<file path="src/rtl/add_sub_defs.sv">
// Shared definitions for the bit-serial adder/subtractor: FSM encoding and default width.
package add_sub_defs;
    localparam int DEF_WIDTH = 4;

    typedef enum logic [1:0] {
        S_IDLE = 2'd0,
        S_RUN  = 2'd1,
        S_DONE = 2'd2
    } state_e;
endpackage

</file>
<file path="src/rtl/full_adder_bit.sv">
// Combinational 1-bit full adder; the single arithmetic cell reused on every serial step.
module full_adder_bit (
    input  logic a_i,
    input  logic b_i,
    input  logic cin_i,
    output logic sum_o,
    output logic cout_o
);
    assign sum_o  = a_i ^ b_i ^ cin_i;
    assign cout_o = (a_i & b_i) | (a_i & cin_i) | (b_i & cin_i);
endmodule

</file>
<file path="src/rtl/serial_add_sub.sv">
// Bit-serial two's-complement add/subtract, LSB first, one bit per clock through a
// registered-carry full adder; start/done handshake around an IDLE/RUN/DONE FSM.
module serial_add_sub
    import add_sub_defs::*;
#(
    parameter  int WIDTH = DEF_WIDTH,
    localparam int CNT_W = $clog2(WIDTH) + 1
) (
    input  logic             clk_i,
    input  logic             rst_i,
    input  logic             start_i,
    input  logic             sub_i,
    input  logic [WIDTH-1:0] a_i,
    input  logic [WIDTH-1:0] b_i,
    output logic             busy_o,
    output logic             done_o,
    output logic [WIDTH-1:0] sum_o,
    output logic             carry_o,
    output logic             overflow_o
);
    state_e             state_q;
    logic [WIDTH-1:0]   sa_q, sb_q, res_q, sum_q;
    logic [WIDTH-1:0]   res_d;
    logic [CNT_W-1:0]   cnt_q;
    logic               c_q, carry_q, ovf_q, busy_q, done_q;
    logic               fa_s, fa_c;

    full_adder_bit u_fa (
        .a_i   (sa_q[0]),
        .b_i   (sb_q[0]),
        .cin_i (c_q),
        .sum_o (fa_s),
        .cout_o(fa_c)
    );

    // New bit enters at the MSB so after WIDTH steps bit 0 sits at the LSB.
    assign res_d = {fa_s, res_q[WIDTH-1:1]};

    always_ff @(posedge clk_i or posedge rst_i) begin
        if (rst_i) begin
            state_q <= S_IDLE;
            sa_q    <= '0;
            sb_q    <= '0;
            res_q   <= '0;
            sum_q   <= '0;
            cnt_q   <= '0;
            c_q     <= 1'b0;
            carry_q <= 1'b0;
            ovf_q   <= 1'b0;
            busy_q  <= 1'b0;
            done_q  <= 1'b0;
        end else begin
            case (state_q)
                S_IDLE: begin
                    if (start_i) begin
                        sa_q    <= a_i;
                        sb_q    <= b_i ^ {WIDTH{sub_i}};
                        c_q     <= sub_i;
                        cnt_q   <= '0;
                        busy_q  <= 1'b1;
                        state_q <= S_RUN;
                    end
                end
                S_RUN: begin
                    sa_q  <= sa_q >> 1;
                    sb_q  <= sb_q >> 1;
                    res_q <= res_d;
                    c_q   <= fa_c;
                    cnt_q <= cnt_q + 1'b1;
                    if (cnt_q == CNT_W'(WIDTH - 1)) begin
                        // c_q here is the carry into the MSB.
                        sum_q   <= res_d;
                        carry_q <= fa_c;
                        ovf_q   <= c_q ^ fa_c;
                        busy_q  <= 1'b0;
                        done_q  <= 1'b1;
                        state_q <= S_DONE;
                    end
                end
                S_DONE: begin
                    done_q  <= 1'b0;
                    state_q <= S_IDLE;
                end
                default: state_q <= S_IDLE;
            endcase
        end
    end

    assign busy_o     = busy_q;
    assign done_o     = done_q;
    assign sum_o      = sum_q;
    assign carry_o    = carry_q;
    assign overflow_o = ovf_q;
endmodule

</file>
<file path="config.mk">
export PLATFORM = sky130hd
export DESIGN_NAME = serial_add_sub
export DESIGN_NICKNAME = d
export VERILOG_FILES = /design/src/rtl/add_sub_defs.sv /design/src/rtl/full_adder_bit.sv /design/src/rtl/serial_add_sub.sv
export SDC_FILE = /design/constraint.sdc
export NUM_CORES = 1
export LEC_CHECK = 0
export ABC_AREA = 0
export CAP_MARGIN = 20
export CORE_ASPECT_RATIO = 1.5
export CORE_MARGIN = 1.5
export CORE_UTILIZATION = 55
export CTS_CLUSTER_SIZE = 16
export DETAILED_ROUTE_END_ITERATION = 8
export GPL_TIMING_DRIVEN = 1
export PLACE_DENSITY = 0.82
export SLEW_MARGIN = 20
export SYNTH_ARGS = -nofsm -noshare
export SYNTH_HDL_FRONTEND = slang
export SYNTH_SLANG_ARGS = --single-unit
</file>
<file path="constraint.sdc">
create_clock -name clk_i -period 4.5 [get_ports clk_i]
set_clock_uncertainty 0.15 [all_clocks]
set_input_delay 0.9 -clock clk_i [delete_from_list [all_inputs] [get_ports clk_i]]
set_output_delay 0.9 -clock clk_i [all_outputs]
set_load 0.01 [all_outputs]
</file>
== Word-level counts from Yosys, hierarchy flattened ==
Index checks and enable logic that the tools add are counted.
Word-level totals
  register bits: 26
  input bits: 12
  output and inout bits: 8
  word-level logic and storage cells: 50
Operators by class
  add/sub/neg operators: 1
  equal/unequal tests: 5
  multiplexer cells: 16
  bitwise operators: 9
  reduce and logical (&&, ||, !) cells: 8
Operator list (count)
  4-bit one-hot mux with 2 select lines: 2
  4-bit 2-to-1 mux: 2
  2-bit AND reduction: 4
  1-bit one-hot mux with 2 select lines: 3
  3-bit one-hot mux with 2 select lines: 1
  1-bit 2-to-1 mux: 4
  2-bit 2-to-1 mux: 2
  2-bit inequality test, second input constant: 2
  2-bit one-hot mux with 2 select lines: 1
  2-bit nonzero test: 2
  4-bit bitwise XOR: 1
  3-bit by 1-bit adder with 3-bit output, second input constant: 1
  1-bit bitwise AND: 3
  3-bit by 2-bit equality test with 1-bit output, second input constant: 1
  3-bit 2-to-1 mux: 1
  3-bit AND reduction: 1
  1-bit bitwise XOR: 3
  2-bit by 1-bit equality test with 1-bit output, second input constant: 1
  2-bit equality test, second input constant: 1
  2-bit logical NOT: 1
  1-bit OR: 2

== Longest topological paths before layout ==
  depth in word-level cells: 4
  mapped depth: 5
  gate-level depth less buffers: 5

== Cells and area by module ==
From an unflattened synthesis, not the netlist that was laid out.
Second synthesis, totals
  cells, all modules: 101
  area total of the unflattened synthesis: 1152.4 sq um
Modules (own cells, without submodules)
  serial_add_sub: times used 1, cells an instance 100, area each 1132.3 sq um, seq. area each 625.6 sq um
  full_adder_bit: times used 1, cells an instance 1, area each 20.0 sq um, seq. area each 0.0 sq um

== Worst setup path before layout ==
Ideal clock, no wire load.
  kind: input-to-reg
  from: input port sub_i
  to: register sb_q[0]
  setup time: 0.128 ns
  arrival: 1.373 ns
  data required time: 4.222 ns
  setup slack: 2.849 ns
  stages on the path: 4
  path buffers: 1
  path through: clkbuf_2 -> xor2_1 -> mux2i_1 -> o21ai_1
Between the ends
  longest elaborated chain between the ends: 3
RTL lines
  start: declaration: line serial_add_sub.sv:12  | input logic sub_i,
  4-bit bitwise XOR: line serial_add_sub.sv:57  | sb_q <= b_i ^ {WIDTH{sub_i}};
  4-bit 2-to-1 mux: line serial_add_sub.sv:55  | if (start_i) begin
  4-bit one-hot mux with 2 select lines: line serial_add_sub.sv:53  | case (state_q)
  end signal: assignment: line serial_add_sub.sv:57
  end signal: assignment: line serial_add_sub.sv:66  | sb_q <= sb_q >> 1;
  end: declaration: line serial_add_sub.sv:22  | logic [WIDTH-1:0] sa_q, sb_q, res_q, sum_q;
No other way between the ends. The select of a mux whose other input is x is not followed.
A chain may end at the register's enable or synchronous reset.

== Final worst setup path ==
  from: register busy_q (netlist: busy_o)
  to: output port busy_o
RTL lines
  start: declaration: line serial_add_sub.sv:25  | logic c_q, carry_q, ovf_q, busy_q, done_q;
  start signal: assignment: line serial_add_sub.sv:50  | busy_q <= 1'b0;
  start signal: assignment: line serial_add_sub.sv:60  | busy_q <= 1'b1;
  start signal: assignment: line serial_add_sub.sv:75  | busy_q <= 1'b0;
  end: declaration: line serial_add_sub.sv:15  | output logic busy_o,
No word-level cell between the ends.

==> run summary <==
GRT
• number of global-route vias before repair: 764
• antenna violations before repair: 0
• first-pass GRT wire length: 3240 um
• pin count of the biggest net entering global routing: 26
• grt total ovfl: 0
• Overall Global Routing Usage: 20.1%

Timing
• unrepaired setup endpoints after global routing: no
• Tmin final: 2300 ps
• max frequency: 434 MHz
• Hold WS: 351 ps
• fin worst setup slack: 2200 ps
• final number of hold-violating endpoints: 0
• count of endpoints failing setup in the final report: 0
• post-route clock period utilization: 51.2%
• Slew @ Worst Pin: 932 ps
• sum of negative setup slack: 0 ps
• Final Max Slew Viols: 0
• worst max-slew margin expressed relative to the limit: 37.8%

Clocking
• CTS tree: built
• CTS root buf: clkbuf_4
• worst-case clock buffer depth: 2
• Clk Latency, worst-skew pair: 330 ps
• number of hold buffers added after CTS: 0
• total CTS buffers: 3
• count of clock tree sinks: 25
• clock-pin transition on the worst setup and hold timing paths: 130 ps
• # H-tree levels: 1
• post-CTS setup buffers: 0
• post-cts gate resize count: 0

Routing
• number of search-and-repair iterations in the first detailed-routing pass: 4
• vias per inst: 5.40
• drc violations: 0
• DRT Wirelength: 1920 um
• total vias in the final route: 761
• mean routed wirelength per cell: 13.6 um
• initial drt markers: 11
• number of nets still failing antenna checks after routing: 0

Synth
• Yosys warning count: 0
• mean area per synthesized cell: 11.7 um2
• share of synthesized area occupied by flip-flops and latches: 52.5%
• synthesized net count: 118
• Synth area leaders: dfrtp_1 53%, nand2_1 6.3%, mux2i_1 5.0%
• Synth area leader: dfrtp_1
• synthesized instance count: 102
• Cell variety after synth: 24
• count of state elements after synthesis: 25
• cell area after synthesis: 1190 um2
• area share of the leading cell type in the synthesized netlist: 52.5%

Floorplanning
• die boundary width: 41.0 um
• floorplan row count: 20
• Total Die Area: 2460 um2
• Floorplan Core Area: 2030 um2
• total I/O pin count: 20
• initial cell density of the core: 58.8%
• vertical die dimension: 60.0 um

Power and ir drop
• Sequential Power Share: 44.7%
• power per cell area: 641 nW/um2
• switching share of power: 36.8%
• leakage power of the design: 0.631 nW
• internal power: 560 uW
• sw power: 326 uW
• Comb pwr share: 43.7%
• fraction of power consumed by the clock network: 11.6%
• VDD IR max: 0.000369 V
• overall power consumption: 886 uW

Placed design
• gpl congestion: 0.733
• area post-placement: 1350 um2
• worst setup slack before clock tree synthesis: 2240 ps
• IO Port Bufs: 19
• DPL Wire Length: 1440 um
• DP Cell Count: 137

Layout
• ratio of cells with drive above 1 in the final layout: 12.6%
• Finished Cell Area: 1380 um2
• Final nets: 136
• area added between synthesis and finish: 16.0%
• total of fill cells in the finished design: 154
• diode insertion count for antenna repair: 0
• Layout Utilization: 68.1%
• number of non-filler instances in the completed layout: 141

Worst hold path
• class of the tightest hold or removal check: flop to flop

Worst setup path
• Critical Path Slowest Stage Cell: clkdlybuf4s50_1
• startpoint kind of the worst setup timing path: flop
• cells along the critical path: clkdlybuf4s50_1
• CP Class: flop to output pin
• critical path's top delay family: buffers and inverters
• required time at the endpoint of the critical path: 3450 ps
• Worst setup EP type: output pin
• slowest cell delay on critical path: 540 ps
• Buf/Inv on CP: 1
• Max FO, Critical Path: 3
• data arrival time of the worst path: 1250 ps

Status
• outcome: complete, no violations

Job
• number of max-cap violations: 0

## synth_stat cells
cell / count
fa_1: 1
mux2i_1: 6
a22o_1: 3
clkbuf_2: 1
a21oi_1: 3
buf_6: 4
o21bai_4: 1
and3b_1: 1
o21ai_1: 5
xnor2_1: 1
nor2_1: 1
nand3b_4: 1
mux2_2: 5
xor2_1: 4
nand2b_4: 1
inv_1: 4
nand2_1: 20
o21ai_2: 2
dfrtp_1: 25
ha_1: 3
buf_4: 1
nor3b_1: 1
nor2b_2: 1
o21ai_0: 7
## per-layer routing
| metal | track usage, % | vias to the layer above | share of wire, % |
|---|---|---|---|
| met5 | 0 | - | 0 |
| met4 | 14.3 | 0 | 3.9 |
| met3 | 3.35 | 6 | 2.8 |
| met2 | 31.9 | 21 | 50 |
| met1 | 22.9 | 361 | 43 |
| li1 | - | 373 | - |
## area by class of cell
cell class / count / area (um2) / area share [%]
multi-input combinational: 67 / 493 / 35.7
timing repair buffer: 19 / 190 / 13.8
clock buffer: 3 / 22.5 / 1.63
tap: 22 / 27.5 / 1.99
inverter: 4 / 15.0 / 1.09
sequential: 25 / 626 / 45.3
clock inverter: 1 / 7.51 / 0.543
## power groups by stage
| stage | clock (mW) | combinational (mW) | sequential [mW] |
|---|---|---|---|
| finish | 0.103 | 0.387 | 0.396 |
| global route | 0.116 | 0.436 | 0.411 |
| CTS | 0.106 | 0.392 | 0.397 |
| detailed placement | 0 | 0.392 | 0.402 |
| global placement | 0 | 0.375 | 0.395 |
| floorplan | 0 | 0.315 | 0.385 |
## logic make-up after synthesis
kind of cell             count (synthesis)  synth area share [%]
XOR/XNOR                                 5                  3.68
AND/OR/NAND/NOR                         26                  11.6
buffers and inverters                   10                  6.09
adder cells (fa/ha/maj)                  4                  4.83
multiplexers                            11                  9.77
flip-flops                              25                  52.5
AO/OA/AOI/OAI                           21                  11.6
## layout by cell type (no fill, tap or decap), drive strengths merged
master	synthesis	final
ha	3	3
nand3b	1	1
xor2	4	4
a22o	3	3
mux2i	6	6
nand2b	1	1
nand2	20	20
xnor2	1	1
dfrtp	25	25
and3b	1	1
clkbuf	1	3
inv	4	4
a21oi	3	3
nor2	1	1
clkinvlp	0	1
o21bai	1	1
fa	1	1
nor2b	1	1
nor3b	1	1
clkdlybuf4s50	0	19
o21ai	14	14
mux2	5	5
## registers in the layout, summed over array words and instances, names as in the netlist
| signal | cells |
|---|---|
| busy_o | 1 |
| c_q | 1 |
| carry_o | 1 |
| cnt_q | 3 |
| done_o | 1 |
| overflow_o | 1 |
| res_q | 3 |
| sa_q | 4 |
| sb_q | 4 |
| state_q | 2 |
| sum_o | 4 |
## worst paths after layout
check	endpoint	slack, ps	depth (start not counted)	start
min in group asynchronous	sum_o[3]$_DFFE_PP0P_	910	2	rst_i
max in group asynchronous	overflow_o$_DFFE_PP0P_	2720	2	rst_i
worst max register to register	sa_q[0]$_DFFE_PP0P_	2790	3	state_q[0]$_DFFE_PP0P_
worst min register to register	overflow_o$_DFFE_PP0P_	350	2	overflow_o$_DFFE_PP0P_
worst min-delay path	overflow_o$_DFFE_PP0P_	350	2	overflow_o$_DFFE_PP0P_
worst max-delay path	busy_o	2200	1	busy_o$_DFFE_PP0P_
(Power assumes the default switching activity.)
